<file path="src/rtl/tipi_pkg.sv">
// rtl/tipi_pkg.sv - shared encodings and FSM states; TIPI_NIB_CHECK_EN adds check states
package tipi_pkg;

  typedef logic [0:3] nib_t;
  typedef logic [0:7] byte_t;
  typedef logic [0:1] reg_sel_t;

  localparam reg_sel_t REG_TD = 2'b00;
  localparam reg_sel_t REG_TC = 2'b01;
  localparam reg_sel_t REG_RD = 2'b10;
  localparam reg_sel_t REG_RC = 2'b11;

  localparam int CMD_SEL_MSB   = 0;
  localparam int CMD_SEL_LSB   = 1;
  localparam int CMD_WR_BIT    = 2;
  localparam int CMD_START_BIT = 3;

  typedef enum logic [3:0] {
    ST_IDLE,
    ST_TURN,
    ST_RHI,
    ST_RLO,
    ST_WHI,
    ST_WLO,
    ST_COMMIT,
    ST_DRAIN
`ifdef TIPI_NIB_CHECK_EN
    , ST_RCHK,
    ST_WCHK
`endif
  } state_t;

  function automatic nib_t check_nib(input nib_t hi, input nib_t lo, input nib_t cmd);
    return hi ^ lo ^ cmd;
  endfunction

endpackage

</file>
<file path="src/rtl/tipi_nib_ctrl_if.sv">
// rtl/tipi_nib_ctrl_if.sv - Pi-side 4-bit nibble bus between the Pi and the controller
interface tipi_nib_ctrl_if;
  import tipi_pkg::*;

  logic r_nibrst;
  nib_t r_nib_i;
  nib_t r_nib_o;
  logic r_nib_oe;

  modport master (
    output r_nibrst,
    output r_nib_i,
    input  r_nib_o,
    input  r_nib_oe
  );

  modport slave (
    input  r_nibrst,
    input  r_nib_i,
    output r_nib_o,
    output r_nib_oe
  );

endinterface

</file>
<file path="src/rtl/tipi_nib_mux.sv">
// rtl/tipi_nib_mux.sv - register-source select and nibble-half select, shared with TI-side readback
module tipi_nib_mux
  import tipi_pkg::*;
(
  input  byte_t    td_q,
  input  byte_t    tc_q,
  input  byte_t    rd_q,
  input  byte_t    rc_q,
  input  reg_sel_t sel,
  output byte_t    sel_byte,
  input  byte_t    snap,
  input  logic     lo_half,
  output nib_t     nib
);

  always_comb begin
    case (sel)
      REG_TD:  sel_byte = td_q;
      REG_TC:  sel_byte = tc_q;
      REG_RD:  sel_byte = rd_q;
      default: sel_byte = rc_q;
    endcase
  end

  assign nib = lo_half ? snap[4:7] : snap[0:3];

endmodule

</file>
<file path="src/rtl/tipi_nib_ctrl.sv">
// rtl/tipi_nib_ctrl.sv - TIPI register access sequencer over the Pi nibble bus
// TIPI_NIB_CHECK_EN adds a trailing hi^lo^cmd check nibble to every transaction.
module tipi_nib_ctrl
  import tipi_pkg::*;
#(
  parameter int TURN_CYCLES = 1,
  parameter bit ERR_STICKY  = 1'b1
) (
  input  logic          r_clk,
  input  logic          r_rst_n,
  tipi_nib_ctrl_if.slave nib,
  input  byte_t         td_q,
  input  byte_t         tc_q,
  input  byte_t         rd_q,
  input  byte_t         rc_q,
  output byte_t         wr_data,
  output logic          rd_we,
  output logic          rc_we,
  output logic          busy,
  output logic          done,
  output logic          err
);

  localparam logic [1:0] TURN_LAST = 2'(TURN_CYCLES - 1);

  state_t   state, state_nx;
  logic [1:0] cnt, cnt_nx;
  logic     done_nx;
  logic     err_set;
  reg_sel_t sel_in, sel_q;
  byte_t    snap_q;
  byte_t    live_byte;
  nib_t     half_nib;
`ifdef TIPI_NIB_CHECK_EN
  nib_t     cmd_q;
`endif

  assign sel_in = nib.r_nib_i[CMD_SEL_MSB:CMD_SEL_LSB];

  tipi_nib_mux u_mux (
    .td_q     (td_q),
    .tc_q     (tc_q),
    .rd_q     (rd_q),
    .rc_q     (rc_q),
    .sel      (sel_in),
    .sel_byte (live_byte),
    .snap     (snap_q),
    .lo_half  (state == ST_RLO),
    .nib      (half_nib)
  );

  always_comb begin
    state_nx = state;
    cnt_nx   = cnt;
    done_nx  = 1'b0;
    err_set  = 1'b0;
    case (state)
      ST_IDLE: begin
        if (nib.r_nib_i[CMD_START_BIT]) begin
          if (!nib.r_nib_i[CMD_WR_BIT]) begin
            state_nx = ST_TURN;
            cnt_nx   = TURN_LAST;
          end else if (sel_in == REG_RD || sel_in == REG_RC) begin
            state_nx = ST_WHI;
          end else begin
            // TD/TC are TI-owned; swallow the two data nibbles so the bus stays framed
            state_nx = ST_DRAIN;
            cnt_nx   = 2'd1;
            err_set  = 1'b1;
          end
        end
      end
      ST_TURN: begin
        if (cnt == 2'd0) state_nx = ST_RHI;
        else             cnt_nx   = cnt - 2'd1;
      end
      ST_RHI: state_nx = ST_RLO;
      ST_RLO: begin
`ifdef TIPI_NIB_CHECK_EN
        state_nx = ST_RCHK;
`else
        state_nx = ST_IDLE;
        done_nx  = 1'b1;
`endif
      end
      ST_WHI: state_nx = ST_WLO;
      ST_WLO: begin
`ifdef TIPI_NIB_CHECK_EN
        state_nx = ST_WCHK;
`else
        state_nx = ST_COMMIT;
        done_nx  = 1'b1;
`endif
      end
`ifdef TIPI_NIB_CHECK_EN
      ST_RCHK: begin
        state_nx = ST_IDLE;
        done_nx  = 1'b1;
      end
      ST_WCHK: begin
        done_nx = 1'b1;
        if (nib.r_nib_i == check_nib(wr_data[0:3], wr_data[4:7], cmd_q)) begin
          state_nx = ST_COMMIT;
        end else begin
          state_nx = ST_IDLE;
          err_set  = 1'b1;
        end
      end
`endif
      ST_COMMIT: state_nx = ST_IDLE;
      ST_DRAIN: begin
        if (cnt == 2'd0) state_nx = ST_IDLE;
        else             cnt_nx   = cnt - 2'd1;
      end
      default: state_nx = ST_IDLE;
    endcase
    // abort wins over anything sampled on the same edge, including a new command
    if (nib.r_nibrst) begin
      state_nx = ST_IDLE;
      cnt_nx   = 2'd0;
      done_nx  = 1'b0;
      err_set  = 1'b0;
    end
  end

  always_ff @(posedge r_clk or negedge r_rst_n) begin
    if (!r_rst_n) begin
      state   <= ST_IDLE;
      cnt     <= 2'd0;
      sel_q   <= REG_TD;
      snap_q  <= '0;
      wr_data <= '0;
      done    <= 1'b0;
      err     <= 1'b0;
`ifdef TIPI_NIB_CHECK_EN
      cmd_q   <= '0;
`endif
    end else begin
      state <= state_nx;
      cnt   <= cnt_nx;
      done  <= done_nx;
      if (nib.r_nibrst)    err <= 1'b0;
      else if (err_set)    err <= 1'b1;
      else if (!ERR_STICKY) err <= 1'b0;
      if (state == ST_IDLE && state_nx != ST_IDLE) begin
        sel_q <= sel_in;
`ifdef TIPI_NIB_CHECK_EN
        cmd_q <= nib.r_nib_i;
`endif
      end
      if (state == ST_IDLE && state_nx == ST_TURN) snap_q <= live_byte;
      if (state == ST_WHI && state_nx == ST_WLO) wr_data[0:3] <= nib.r_nib_i;
      if (state == ST_WLO && state_nx != ST_IDLE) wr_data[4:7] <= nib.r_nib_i;
    end
  end

  always_comb begin
    nib.r_nib_o = '0;
    case (state)
      ST_RHI, ST_RLO: nib.r_nib_o = half_nib;
`ifdef TIPI_NIB_CHECK_EN
      ST_RCHK: nib.r_nib_o = check_nib(snap_q[0:3], snap_q[4:7], cmd_q);
`endif
      default: nib.r_nib_o = '0;
    endcase
  end

`ifdef TIPI_NIB_CHECK_EN
  assign nib.r_nib_oe = (state == ST_TURN) || (state == ST_RHI) ||
                        (state == ST_RLO)  || (state == ST_RCHK);
`else
  assign nib.r_nib_oe = (state == ST_TURN) || (state == ST_RHI) || (state == ST_RLO);
`endif

  assign rd_we = (state == ST_COMMIT) && (sel_q == REG_RD);
  assign rc_we = (state == ST_COMMIT) && (sel_q == REG_RC);
  assign busy  = (state != ST_IDLE);

endmodule

</file>
<file path="src/flat_wrapper.sv">
// flat-port wrapper written by rule: the top's interface ports become plain ports
module tipi_nib_ctrl_flat import tipi_pkg::*;
#(
  parameter int TURN_CYCLES = 1,
  parameter bit ERR_STICKY  = 1'b1
)
  (r_clk, r_rst_n, td_q, tc_q, rd_q, rc_q, wr_data, rd_we, rc_we, busy, done, err, nib_r_nibrst, nib_r_nib_i, nib_r_nib_o, nib_r_nib_oe);
  tipi_nib_ctrl_if nib_i ();
  input  logic r_clk;
  input  logic r_rst_n;
  input  byte_t td_q;
  input  byte_t tc_q;
  input  byte_t rd_q;
  input  byte_t rc_q;
  output byte_t wr_data;
  output logic rd_we;
  output logic rc_we;
  output logic busy;
  output logic done;
  output logic err;
  input wire logic [$bits(nib_i.r_nibrst)-1:0] nib_r_nibrst;
  input wire logic [$bits(nib_i.r_nib_i)-1:0] nib_r_nib_i;
  output wire logic [$bits(nib_i.r_nib_o)-1:0] nib_r_nib_o;
  output wire logic [$bits(nib_i.r_nib_oe)-1:0] nib_r_nib_oe;
  assign nib_i.r_nibrst = nib_r_nibrst;
  assign nib_i.r_nib_i = nib_r_nib_i;
  assign nib_r_nib_o = nib_i.r_nib_o;
  assign nib_r_nib_oe = nib_i.r_nib_oe;
  tipi_nib_ctrl #(.TURN_CYCLES(TURN_CYCLES), .ERR_STICKY(ERR_STICKY)) u_core (.r_clk(r_clk), .r_rst_n(r_rst_n), .nib(nib_i), .td_q(td_q), .tc_q(tc_q), .rd_q(rd_q), .rc_q(rc_q), .wr_data(wr_data), .rd_we(rd_we), .rc_we(rc_we), .busy(busy), .done(done), .err(err));
endmodule
</file>
<file path="config.mk">
export PLATFORM = sky130hd
export DESIGN_NAME = tipi_nib_ctrl_flat
export DESIGN_NICKNAME = d
export VERILOG_FILES = /design/src/rtl/tipi_pkg.sv /design/src/rtl/tipi_nib_ctrl_if.sv /design/src/rtl/tipi_nib_mux.sv /design/src/rtl/tipi_nib_ctrl.sv /design/src/flat_wrapper.sv
export SDC_FILE = /design/constraint.sdc
export NUM_CORES = 1
export LEC_CHECK = 0
export ABC_AREA = 1
export BUFFER_PORTS_ARGS = -buffer_cell sky130_fd_sc_hd__buf_2
export CAP_MARGIN = 20
export CORE_ASPECT_RATIO = 0.5
export CORE_MARGIN = 2
export CORE_UTILIZATION = 50
export CTS_CLUSTER_DIAMETER = 40
export DETAILED_ROUTE_END_ITERATION = 16
export GPL_TIMING_DRIVEN = 0
export PLACE_DENSITY = 0.79
export SLEW_MARGIN = 20
export SYNTH_ARGS = -nofsm -noshare
export SYNTH_HDL_FRONTEND = slang
export SYNTH_SLANG_ARGS = --single-unit
</file>
<file path="constraint.sdc">
create_clock -name r_clk -period 4.4 [get_ports r_clk]
set_clock_uncertainty 0.05 [all_clocks]
set_input_delay 0.66 -clock r_clk [delete_from_list [all_inputs] [get_ports r_clk]]
set_output_delay 0.66 -clock r_clk [all_outputs]
set_load 0.05 [all_outputs]
</file>
* Word-level counts from Yosys, hierarchy flattened
Index checks and enable logic that the tools add are counted.
** Storage, ports and cells
- Register bits after elaboration :: 26
- Bits in latches :: 0
- Memory bits (writable) :: 0
- Memory bits (read-only) :: 0
- Input port bits :: 39
- Output and inout port bits :: 18
- Logic and storage cells :: 71
- Memories kept :: 0
** Cells by class
- Add/sub/neg operators :: 1
- $mul :: 0
- Div/mod/pow operators :: 0
- Magnitude comparators :: 0
- Equality and inequality tests :: 17
- Shift operators :: 0
- Multiplexer cells :: 25
- Bitwise logic cells :: 0
- Reduce and logical (&&, ||, !) cells :: 20
** Operators by type and width (number)
- $mux W4 :: 7
- $pmux W4 S6 :: 1
- $pmux W8 S3 :: 1
- $eq A4 B3 Y1 const B :: 5
- $mux W2 :: 6
- $mux W1 :: 9
- $eq A2 B2 Y1 const B :: 4
- $eq A4 B1 Y1 const B :: 2
- $eq A4 B2 Y1 const B :: 2
- $reduce_bool A4 Y1 :: 2
- $logic_and A1 B1 Y1 :: 6
- $ne A3 B3 Y1 const B :: 2
- $reduce_or A2 Y1 :: 3
- $logic_not A2 Y1 :: 2
- $logic_not A4 Y1 :: 1
- $ne A4 B4 Y1 const B :: 1
- $pmux W2 S2 :: 1
- $reduce_and A4 Y1 :: 1
- $logic_or A1 B1 Y1 :: 3
- $reduce_bool A3 Y1 :: 1
- $eq A2 B1 Y1 const B :: 1
- $reduce_bool A2 Y1 :: 1
- $sub A2 B1 Y2 const B :: 1

* Longest topological paths before layout
Gate-level depths: netlist of the first run.
- Depth after elaboration :: 9
- Mapped depth :: 12
- Depth with buffers taken out :: 12

* Modules after synthesis
A second synthesis of the first run with hierarchy kept.
** Unflattened totals
- Cells, all modules :: 224
- Area, all modules :: 1640.3 um2
** By module, submodules not included
- tipi_nib_ctrl :: instances 1, cells each 165, area each 1326.3 um2, seq. area each 650.6 um2
- tipi_nib_mux :: instances 1, cells each 59, area each 314.1 um2, seq. area each 0.0 um2

* Worst setup path after synthesis of the first run
OpenSTA, ideal clock, no wires.
- Path type :: flip-flop to output port
- Start point :: register u_core.state[0]
- End point :: output rd_we
- Arrival time :: 1.854 ns
- Slack :: 1.836 ns
- Stages on the path, launching flop included :: 5
- Cell sequence :: dfrtp_1 buf_4 nor2_1 nand2_1 nor3b_1
** On the way
- Cells in the longest elaborated chain, start to end :: 2
** RTL lines
- start: declaration :: RTL line tipi_nib_ctrl.sv:26 : state_t state, state_nx;
- start signal: assignment :: RTL line tipi_nib_ctrl.sv:139 : state <= state_nx;
- $eq A4 B3 Y1 :: RTL line tipi_nib_ctrl.sv:175 : assign rd_we = (state == ST_COMMIT) && (sel_q == REG_RD);
- $logic_and A1 B1 Y1 :: RTL line tipi_nib_ctrl.sv:175
- end: declaration :: RTL line flat_wrapper.sv:16 : output logic rd_we;
No other way between the ends.

* Worst setup path in the final report of the first run
- Start point :: register u_core.state[3]
- End point :: output nib_r_nib_o[1]
** On the way
- Cells in the longest elaborated chain, start to end :: 3
- Elaborated cells on any way between the ends :: 5
- Those cells by class :: 2 x eq/ne; 2 x mux; 1 x reduce/logical
** RTL lines
- $eq A4 B2 Y1 (on tied branches) :: RTL line tipi_nib_ctrl.sv:48, tipi_nib_ctrl.sv:159
- $mux W4 / $reduce_or A2 Y1 (equally long branches) :: RTL line tipi_nib_mux.sv:25, tipi_nib_ctrl.sv:159
- $mux W4 * :: RTL line tipi_nib_ctrl.sv:159 : case (state)
- end: declaration :: RTL line flat_wrapper.sv:23 : output wire logic [$bits(nib_i.r_nib_o)-1:0] nib_r_nib_o;
Mark *: on every way between the ends. The rest lies on a longest branch, timed or not.

==> results of run 1 <==
==> per-stage QoR <==
stage / cells / setup WS, ps
2_1_floorplan: 213 / 1840
3_3_place_gp: 309 / 2470
3_5_place_dp: 309 / 2430
4_1_cts: 313 / 2110
5_1_grt: 313 / 2010
6_report: 313 / 2110
==> cell type report <==
class,count,share of cell area
plain buffers,2,0.00972
clock buffers,3,0.0214
clock inverters,1,0.0155
inverters,20,0.0389
multi-input cells,165,0.407
flip-flops and latches,26,0.337
well taps,40,0.0259
repair buffers,56,0.145
==> power by group through the flow <==
stage | registers, W | clock network (W) | logic, W
4_1_cts | 0.000317 | 0.000201 | 0.000198
5_1_grt | 0.000324 | 0.000209 | 0.000219
2_1_floorplan | 0.000359 | 0 | 0.0000980
6_report | 0.000317 | 0.000198 | 0.000196
3_5_place_dp | 0.000322 | 0 | 0.000197
3_3_place_gp | 0.000320 | 0 | 0.000194
==> final timing paths <==
check	startpoint	end	slack, ps	cells past startpoint
max	u_core.state[3]	nib_r_nib_o[1]	2110	4
min	r_rst_n	u_core.snap_q[5]	310	1
max reg2reg	u_core.state[0]	u_core.sel_q[1]	2650	11
min reg2reg	u_core.wr_data[4]	u_core.wr_data[4]	430	2
max in group asynchronous	r_rst_n	u_core.cnt[1]	3620	1
min in group r_clk	u_core.wr_data[4]	u_core.wr_data[4]	430	2
==> worst register-to-register path, stage by stage (launching register included) <==
cell	delay, ps
dfrtp_1	370
buf_4	170
nor2_4	160
nand2_4	100
nor2_1	200
nor2_1	70
nand2_1	130
nand2_1	80
nand3_1	120
nand2_1	90
nand2_1	70
nand2_1	40
==> synthesized netlist by cell type, drive strengths merged <==
library cell / count
buf: 2
nand3: 17
o21ai: 9
inv: 20
nand4: 9
ha: 1
a21oi: 4
o2111ai: 1
or2: 1
nor2: 25
conb: 1
nor3b: 1
dfrtp: 26
nor3: 4
nand2: 92
==> registers in the layout, indices dropped and copies added (netlist names) <==
signal / count
u_core.snap_q: 8
u_core.wr_data: 8
u_core.state: 4
u_core.cnt: 2
u_core.sel_q: 2
u_core.done: 1
u_core.err: 1
==> per-layer routing <==
layer  global-route usage  vias up
met5                    0        -
met4               0.0500        0
met3               0.0383        5
met2                0.350       40
met1                0.279      650
li1                     -      802
==> cell families after synthesis <==
kind of cell / share of synthesized area
compound gates: 0.0556
fa+ha+maj: 0.00818
buf+inv: 0.0613
other cells: 0.00245
simple gates: 0.447
flops: 0.425
==> results.sh, run 1 <==
export IMPL_worstMarginPinSlew_ps=556
export IMPL_crit_slowest_cell="dfrtp_1"
export IMPL_outcome="finished clean"
export IMPL_drive_gt1_frac=0.311
export IMPL_arrival_ps=1580
export IMPL_hold_class="input port to asynchronous set/reset pin"
export IMPL_layout_common_cells="82 x nand2_1, 56 x buf_2, 26 x dfrtp_1"
export IMPL_fin_crit_ps=2290
export IMPL_area_growth_pct=26.2
export IMPL_clk_latency_ps=270
export IMPL_syn_inst=213
export IMPL_drt_pass1_iter_count=4
export IMPL_synth_top_area_share=0.425
export IMPL_finalInstanceArea_um2=1930
export IMPL_crit_required_ps=3690
export IMPL_vias_per_cell=4.78
export IMPL_slew_violations=0
export IMPL_achievable_frequency_mhz=436
export IMPL_initial_core_util=0.517
export IMPL_clockPowerShare=0.278
export IMPL_ctsResizeCount=0
export IMPL_synth_top_area_cell="dfrtp_1"
export IMPL_cp_buffers_inverters=1
export IMPL_wl_per_cell_um=10.7
export IMPL_power_total_w=0.000711
export IMPL_crit_family="simple AND/OR/NAND/NOR gates"
export IMPL_cts_root_buf="clkbuf_8"
export IMPL_fin_crit_sh=0.521
export IMPL_wl_met3_um=151
export IMPL_die_height_um=43.1
export IMPL_p_switching_w=0.000238
export IMPL_ys_warn_count=0
export IMPL_synth_cell_types=22
export IMPL_cellPowerDensity_nw_per_um2=368
export IMPL_cts_path_max_buffers=2
export IMPL_hold_worst_slack_ps=314
export IMPL_max_cap_violations=0
export IMPL_grt_pass1_vias=1314
export IMPL_place_gp_congestion=0.831
export IMPL_rows=14
export IMPL_ir_drop_mv=0.216
export IMPL_core_area_um2=2960
export IMPL_place_hpwl_mm=2.75
export IMPL_power_frac_comb=0.275
export IMPL_synth_seq_cells=26
export IMPL_io_pin_count=57
export IMPL_numCtsBuffers=3
export IMPL_hold_viol=0
export IMPL_seqPwrFrac=0.446
export IMPL_drt_wl_total_mm=3.36
export IMPL_synthesis_area_um2=1530
export IMPL_worst_path_largest_cell_delay_ps=450
export IMPL_port_buffers=56
export IMPL_cts_hold_buf=0
export IMPL_drt_iter0_markers=82
export IMPL_total_leakage_power_nw=1.08
export IMPL_avgSynthCellArea_um2=7.18
export IMPL_cp_cell_sequence="nor2_4 -> nand2_1 -> nor3_1 -> buf_2"
export IMPL_drt_met1_wl_mm=1.64
export IMPL_yosysSeqAreaShare=0.425
export IMPL_grt_remaining_overflow=0
export IMPL_die_w_um=82.2
export IMPL_wl_met2_mm=1.53
export IMPL_grt_use_total=0.208
export IMPL_switching_share=0.335
export IMPL_nets=314
export IMPL_drcViolationCount=0
export IMPL_synthesis_nets=253
export IMPL_n_antenna_cell=0
export IMPL_relSlewSlack=0.629
export IMPL_critPathMaxFanout=6
export IMPL_clkSinkCount=26
export IMPL_grt_max_degree=27
export IMPL_fin_setup_tns_ps=0
export IMPL_setup_violations=0
export IMPL_p_int_w=0.000473
export IMPL_startpoint_type="flop"
export IMPL_h_tree_depth=1
export IMPL_cts_setup_buffers=0
export IMPL_rsz0062_at_grt="no"
export IMPL_final_util=0.653
export IMPL_n_fill_cell=278
export IMPL_antenna_found_initial=0
export IMPL_synth_area_leaders="dfrtp_1 43%, nand2_1 20%, nand3_1 5.6%"
export IMPL_antenna_left=0
export IMPL_grt_pass1_wl_mm=5.66
export IMPL_crit_type="flop to output port"
export IMPL_die_area_um2=3550
export IMPL_end_kind="output port"
export IMPL_top_layer="met4"
export IMPL_final_common_cell="nand2_1"
export IMPL_multi_input_area_um2=786
export IMPL_dpl_cell_area_um2=1860
export IMPL_dr_total_vias=1497
export IMPL_cts_tree="done"
export IMPL_clk_transition_reported_paths_ps=90
export IMPL_seqCellArea_um2=651
(Power assumes the default switching activity.)
==> run 2, diff against run 1 <==
CORE_UTILIZATION = 49   (was 50)
PLACE_DENSITY = 0.78   (was 0.79)
clock period = 2.25 ns   (was 4.4 ns; I/O delays follow)
==> run 2 against run 1 <==
The run now ends with negative hold slack left; combinational power grew 97%; sequential share of layout area is the same; cell count is the same; critical path depth is the same; via count grew 0.40%; non-clock buffer count is the same; flip-flop and latch count is the same; core utilization shrank 0.76 points; hold slack lost 320 ps; sequential power grew 96%; cell area is the same; register-to-register slack lost 2200 ps; critical endpoint is now nib_r_nib_o[2].
==> results.sh, run 2 (synthesized netlist as in run 1, its figures left out) <==
export IMPL_end_kind="output port"
export IMPL_core_area_um2=3000
export IMPL_grt_use_total=0.211
export IMPL_worstMarginPinSlew_ps=561
export IMPL_relSlewSlack=0.626
export IMPL_outcome="complete, but fails checks"
export IMPL_place_gp_congestion=0.813
export IMPL_hold_class="input port to asynchronous set/reset pin"
export IMPL_grt_max_degree=27
export IMPL_ir_drop_mv=0.485
export IMPL_fin_setup_tns_ps=0
export IMPL_cellPowerDensity_nw_per_um2=722
export IMPL_die_w_um=83.0
export IMPL_switching_share=0.337
export IMPL_cts_path_max_buffers=2
export IMPL_critPathMaxFanout=6
export IMPL_startpoint_type="flop"
export IMPL_crit_start="u_core.state[3]"
export IMPL_multi_input_area_um2=786
export IMPL_power_frac_comb=0.277
export IMPL_max_cap_violations=0
export IMPL_worstRegToRegCells=11
export IMPL_seqPwrFrac=0.445
export IMPL_clk_transition_reported_paths_ps=90
export IMPL_grt_pass1_vias=1401
export IMPL_final_common_cell="nand2_1"
export IMPL_drcViolationCount=0
export IMPL_n_antenna_cell=0
export IMPL_drt_wl_total_mm=3.43
export IMPL_cts_hold_buf=0
export IMPL_r2r_end="u_core.sel_q[0]"
export IMPL_final_util=0.645
export IMPL_crit_type="flop to output port"
export IMPL_p_switching_w=0.000470
export IMPL_die_area_um2=3610
export IMPL_antenna_left=0
export IMPL_antenna_found_initial=0
export IMPL_ctsResizeCount=0
export IMPL_drt_iter0_markers=57
export IMPL_vias_per_cell=4.80
export IMPL_rows=14
export IMPL_drive_gt1_frac=0.311
export IMPL_grt_remaining_overflow=0
export IMPL_reg_top3="u_core.snap_q (8), u_core.wr_data (8), u_core.state (4)"
export IMPL_h_tree_depth=1
export IMPL_setup_violations=0
export IMPL_violations="negative hold slack"
export IMPL_hold_viol=26
export IMPL_fin_crit_sh=0.885
export IMPL_clkSinkCount=26
export IMPL_place_hpwl_mm=2.78
export IMPL_cts_tree="done"
export IMPL_r2r_start="u_core.state[0]"
export IMPL_p_int_w=0.000925
export IMPL_drt_pass1_iter_count=4
export IMPL_area_growth_pct=26.2
export IMPL_crit_required_ps=1860
export IMPL_clk_latency_ps=280
export IMPL_grt_pass1_wl_mm=6.09
export IMPL_fin_crit_ps=1990
export IMPL_n_fill_cell=255
export IMPL_total_leakage_power_nw=1.08
export IMPL_io_pin_count=57
export IMPL_dr_total_vias=1503
export IMPL_port_buffers=56
export IMPL_rrSetupSlack_ps=490
export IMPL_seqCellArea_um2=651
export IMPL_arrival_ps=1600
export IMPL_wl_per_cell_um=11.0
export IMPL_achievable_frequency_mhz=502
export IMPL_rsz0062_at_grt="no"
export IMPL_cts_setup_buffers=0
export IMPL_cts_root_buf="clkbuf_8"
export IMPL_clockPowerShare=0.279
export IMPL_nets=314
export IMPL_slew_violations=0
export IMPL_numCtsBuffers=3
export IMPL_die_height_um=43.5
export IMPL_layout_common_cells="82 x nand2_1, 56 x buf_2, 26 x dfrtp_1"
export IMPL_initial_core_util=0.511
export IMPL_hold_worst_slack_ps=-8.72
==> run 2: routing by layer <==
metal	wire, µm	track usage	vias to the layer above
met1	1580	0.272	656
met4	59	0.0787	0
li1	-	-	792
met5	0	0	-
met3	230	0.0324	5
met2	1570	0.373	50
==> run 2: worst max path at each step <==
stage                             endpoint  cells after the start
after floorplan                      rd_we                      4
after global placement     u_core.sel_q[1]                     11
after detailed placement  u_core.snap_q[3]                     11
after CTS                   nib_r_nib_o[2]                      4
after global routing        nib_r_nib_o[2]                      4
final                       nib_r_nib_o[2]                      4
==> run 2: metrics by stage <==
| step | worst slack [ps] | total power, W | cells | instance area [µm²] | hold WS [ps] |
|---|---|---|---|---|---|
| after global routing | 175 | 0.00149 | 313 | 1930 | 38.0 |
| after CTS | 254 | 0.00141 | 313 | 1930 | 2.58 |
| after global placement | 556 | 0.00101 | 309 | 1860 | 303 |
| after floorplan | 8.03 | 0.000895 | 213 | 1530 | -8.09 |
| final | 259 | 0.00140 | 313 | 1930 | -8.72 |
| after detailed placement | 512 | 0.00102 | 309 | 1860 | 313 |
==> run 2: worst max-delay path, stage by stage (launching register included) <==
cell and delay [ps]:
dfrtp_1 460, nor2_4 200, nand2_1 150, nor3_1 210, buf_2 310
==> run 2: power groups by stage <==
stage	Combinational [W]	Clock (W)	Sequential, W
finish	0.000386	0.000389	0.000620
global placement	0.000380	0	0.000626
global route	0.000437	0.000416	0.000633
floorplan	0.000192	0	0.000703
detailed placement	0.000389	0	0.000629
CTS	0.000390	0.000402	0.000619
==> run 2: cell type report <==
| class | instances | area share |
|---|---|---|
| flip-flops and latches | 26 | 0.337 |
| clock buffers | 3 | 0.0214 |
| inverters | 20 | 0.0389 |
| plain buffers | 2 | 0.00972 |
| repair buffers | 56 | 0.145 |
| clock inverters | 1 | 0.0155 |
| multi-input cells | 165 | 0.407 |
| well taps | 40 | 0.0259 |
==> run 3, diff against run 2 <==
ABC_AREA = 0   (was 1)
PLACE_DENSITY = 0.77   (was 0.78)
==> run 3 against run 2 <==
The flow now finishes without violations; die area grew 2.9%; global-route usage shrank 1.7 points; critical path depth rose by 3; area after synthesis grew 3.1%; clock power up 1%; hold slack improved by 16 ps; largest cell class unchanged; maximum frequency is 5.9% lower; non-clock buffer count is 5 higher; critical endpoint is now u_core.sel_q[0]; worst setup slack got worse by 120 ps.
==> results.sh, run 3 <==
export IMPL_outcome="finished clean"
export IMPL_nets=223
export IMPL_clkSinkCount=26
export IMPL_die_w_um=84.3
export IMPL_avgSynthCellArea_um2=12.8
export IMPL_place_gp_congestion=0.775
export IMPL_synthesis_area_um2=1580
export IMPL_wl_per_cell_um=14.7
export IMPL_synth_area_leaders="dfrtp_1 41%, mux4_2 11%, mux2_4 7.6%"
export IMPL_antenna_found_initial=0
export IMPL_port_buffers=55
export IMPL_dr_total_vias=1186
export IMPL_rows=14
export IMPL_fin_crit_sh=0.940
export IMPL_hold_class="input port to asynchronous set/reset pin"
export IMPL_vias_per_cell=5.34
export IMPL_setup_slack_ps=135
export IMPL_max_cap_violations=0
export IMPL_ctsResizeCount=0
export IMPL_finalInstanceArea_um2=1970
export IMPL_synth_seq_cells=26
export IMPL_dp_worst_setup_slack_ps=168
export IMPL_cts_setup_buffers=0
export IMPL_fin_crit_ps=2110
export IMPL_dp_cells=218
export IMPL_synthesis_nets=163
export IMPL_grt_max_degree=27
export IMPL_worstRegToRegCells=7
export IMPL_post_synth_top_count_cell="dfrtp_1"
export IMPL_grt_pass1_wl_mm=5.52
export IMPL_cellPowerDensity_nw_per_um2=653
export IMPL_fin_cells=222
export IMPL_crit_required_ps=2370
export IMPL_cts_tree="done"
export IMPL_h_tree_depth=1
export IMPL_crit_family="compound AO/OA/AOI/OAI gates"
export IMPL_worst_path_largest_cell_delay_ps=410
export IMPL_relSlewSlack=0.536
export IMPL_r2r_start="u_core.cnt[0]"
export IMPL_clk_latency_ps=270
export IMPL_crit_type="flop to flop"
export IMPL_die_area_um2=3720
export IMPL_cp_cell_sequence="inv_1 -> ha_1 -> nand2b_1 -> a21o_1 -> nor2b_1 -> a311oi_2 -> mux2_1"
export IMPL_grt_pass1_vias=1186
export IMPL_use_met1=0.260
export IMPL_grt_remaining_overflow=0
export IMPL_async_flop_share=1.00
export IMPL_crit_slowest_cell="dfrtp_1"
export IMPL_ir_drop_mv=0.390
export IMPL_die_height_um=44.1
export IMPL_grt_use_met3=0.0429
export IMPL_n_fill_cell=233
export IMPL_final_common_cell="buf_2"
export IMPL_hold_viol=0
export IMPL_ys_top_cells_by_count="26 x dfrtp_1, 8 x mux2_2, 8 x mux2_4, 8 x mux4_2, 8 x nor2_1"
export IMPL_cp_buffers_inverters=1
export IMPL_initial_core_util=0.521
export IMPL_cts_root_buf="clkbuf_8"
export IMPL_drt_iter0_markers=89
export IMPL_crit_start="u_core.cnt[0]"
export IMPL_drcViolationCount=0
export IMPL_synth_edf_count=0
export IMPL_achievable_frequency_mhz=473
export IMPL_crit_cells=7
export IMPL_synth_main_ff_cell="dfrtp_1"
export IMPL_reg_top3="u_core.snap_q (8), u_core.wr_data (8), u_core.state (4)"
export IMPL_dpl_cell_area_um2=1900
export IMPL_cts_path_max_buffers=2
export IMPL_synth_top_area_cell="dfrtp_1"
export IMPL_grt_use_total=0.194
export IMPL_area_growth_pct=25.1
export IMPL_critPathMaxFanout=8
export IMPL_arrival_ps=2230
export IMPL_drt_wl_total_mm=3.27
export IMPL_end_kind="flop"
export IMPL_numCtsBuffers=3
export IMPL_n_antenna_cell=0
export IMPL_clk_transition_reported_paths_ps=100
export IMPL_synth_cell_types=42
export IMPL_r2r_end="u_core.sel_q[0]"
export IMPL_synth_top_area_share=0.412
export IMPL_io_pin_count=57
export IMPL_startpoint_type="flop"
export IMPL_slew_violations=0
export IMPL_rsz0062_at_grt="no"
export IMPL_core_area_um2=3030
export IMPL_drive_gt1_frac=0.544
export IMPL_yosysSeqAreaShare=0.412
export IMPL_syn_inst=123
export IMPL_ys_warn_count=0
export IMPL_rrSetupSlack_ps=140
export IMPL_worstMarginPinSlew_ps=696
export IMPL_cts_hold_buf=0
export IMPL_top_usage_layer="met2"
export IMPL_drt_pass1_iter_count=4
export IMPL_use_met2=0.332
export IMPL_place_hpwl_mm=2.51
export IMPL_setup_violations=0
export IMPL_crit_end="u_core.sel_q[0]"
export IMPL_total_leakage_power_nw=0.963
export IMPL_layout_common_cells="56 x buf_2, 26 x dfrtp_1"
export IMPL_antenna_left=0
## run 3: cell count changes in the layout (fill, tap and decap cells not counted), sizes merged, moves of 9 or more
cell   before  now
nand4       9    0
nand3      17    2
nand2      92    7
inv        20    6
nor2       25    9
mux2        0   18
## run 3: layout make-up
cell class                      count  area (µm²)  area share
Sequential cell                    26         651       0.330
Clock buffer                        3        41.3      0.0209
Inverter                            6        22.5      0.0114
Tap cell                           40        50.0      0.0253
Buffer                              8        65.1      0.0330
Multi-Input combinational cell     83         840       0.425
Timing Repair Buffer               55         275       0.139
Clock inverter                      1        30.0      0.0152
## run 3: worst min-delay path by stage
| stage | startpoint | to | slack, ps |
|---|---|---|---|
| 6_report | r_rst_n | u_core.snap_q[2] | 8 |
| 3_5_place_dp | r_rst_n | u_core.wr_data[7] | 320 |
| 4_1_cts | r_rst_n | u_core.wr_data[4] | 20 |
| 3_3_place_gp | r_rst_n | u_core.wr_data[3] | 310 |
| 2_1_floorplan | r_rst_n | u_core.cnt[0] | -8 |
| 5_1_grt | r_rst_n | u_core.wr_data[7] | 50 |
## run 3: per-layer routing
metal | wire [µm] | share of wire | up-vias
li1 | - | - | 565
met1 | 1490 | 0.46 | 579
met2 | 1570 | 0.48 | 40
met3 | 177 | 0.054 | 2
met4 | 27 | 0.0083 | 0
met5 | 0 | 0 | -
## run 3: report_power, final
| group | switching (W) | internal (W) |
|---|---|---|
| logic | 0.000156 | 0.000164 |
| registers | 0.0000400 | 0.000537 |
| clock network | 0.000154 | 0.000238 |
## run 3: kinds of logic (layout without fill, tap and decap cells)
kind of cell | after synthesis | in the layout | synth area share
DFF | 26 | 26 | 0.412
muxes | 32 | 32 | 0.310
AOI/OAI and AO/OA | 15 | 15 | 0.0658
adders and majority gates | 1 | 1 | 0.00793
other | 1 | 1 | 0.00238
xor gates and xnor gates | 2 | 2 | 0.0230
and+or+nand+nor | 32 | 32 | 0.123
buffers and inverters | 14 | 73 | 0.0555
## run 3: metrics by stage
stage	power [W]	TNS, ps	hold WS, ps	util
floorplan	0.000812	-732	-8.09	-
global placement	0.000893	0	312	0.628
detailed placement	0.000911	0	322	0.628
CTS	0.00130	0	18.1	0.652
global route	0.00135	0	50.9	0.652
finish	0.00129	0	7.73	0.652
## run 3: worst reg2reg max path, cell delays in order (launching register included)
cell and delay [ps]:
dfrtp_1 410, inv_1 60, ha_1 290, nand2b_1 180
a21o_1 180, nor2b_1 130, a311oi_2 340, mux2_1 360
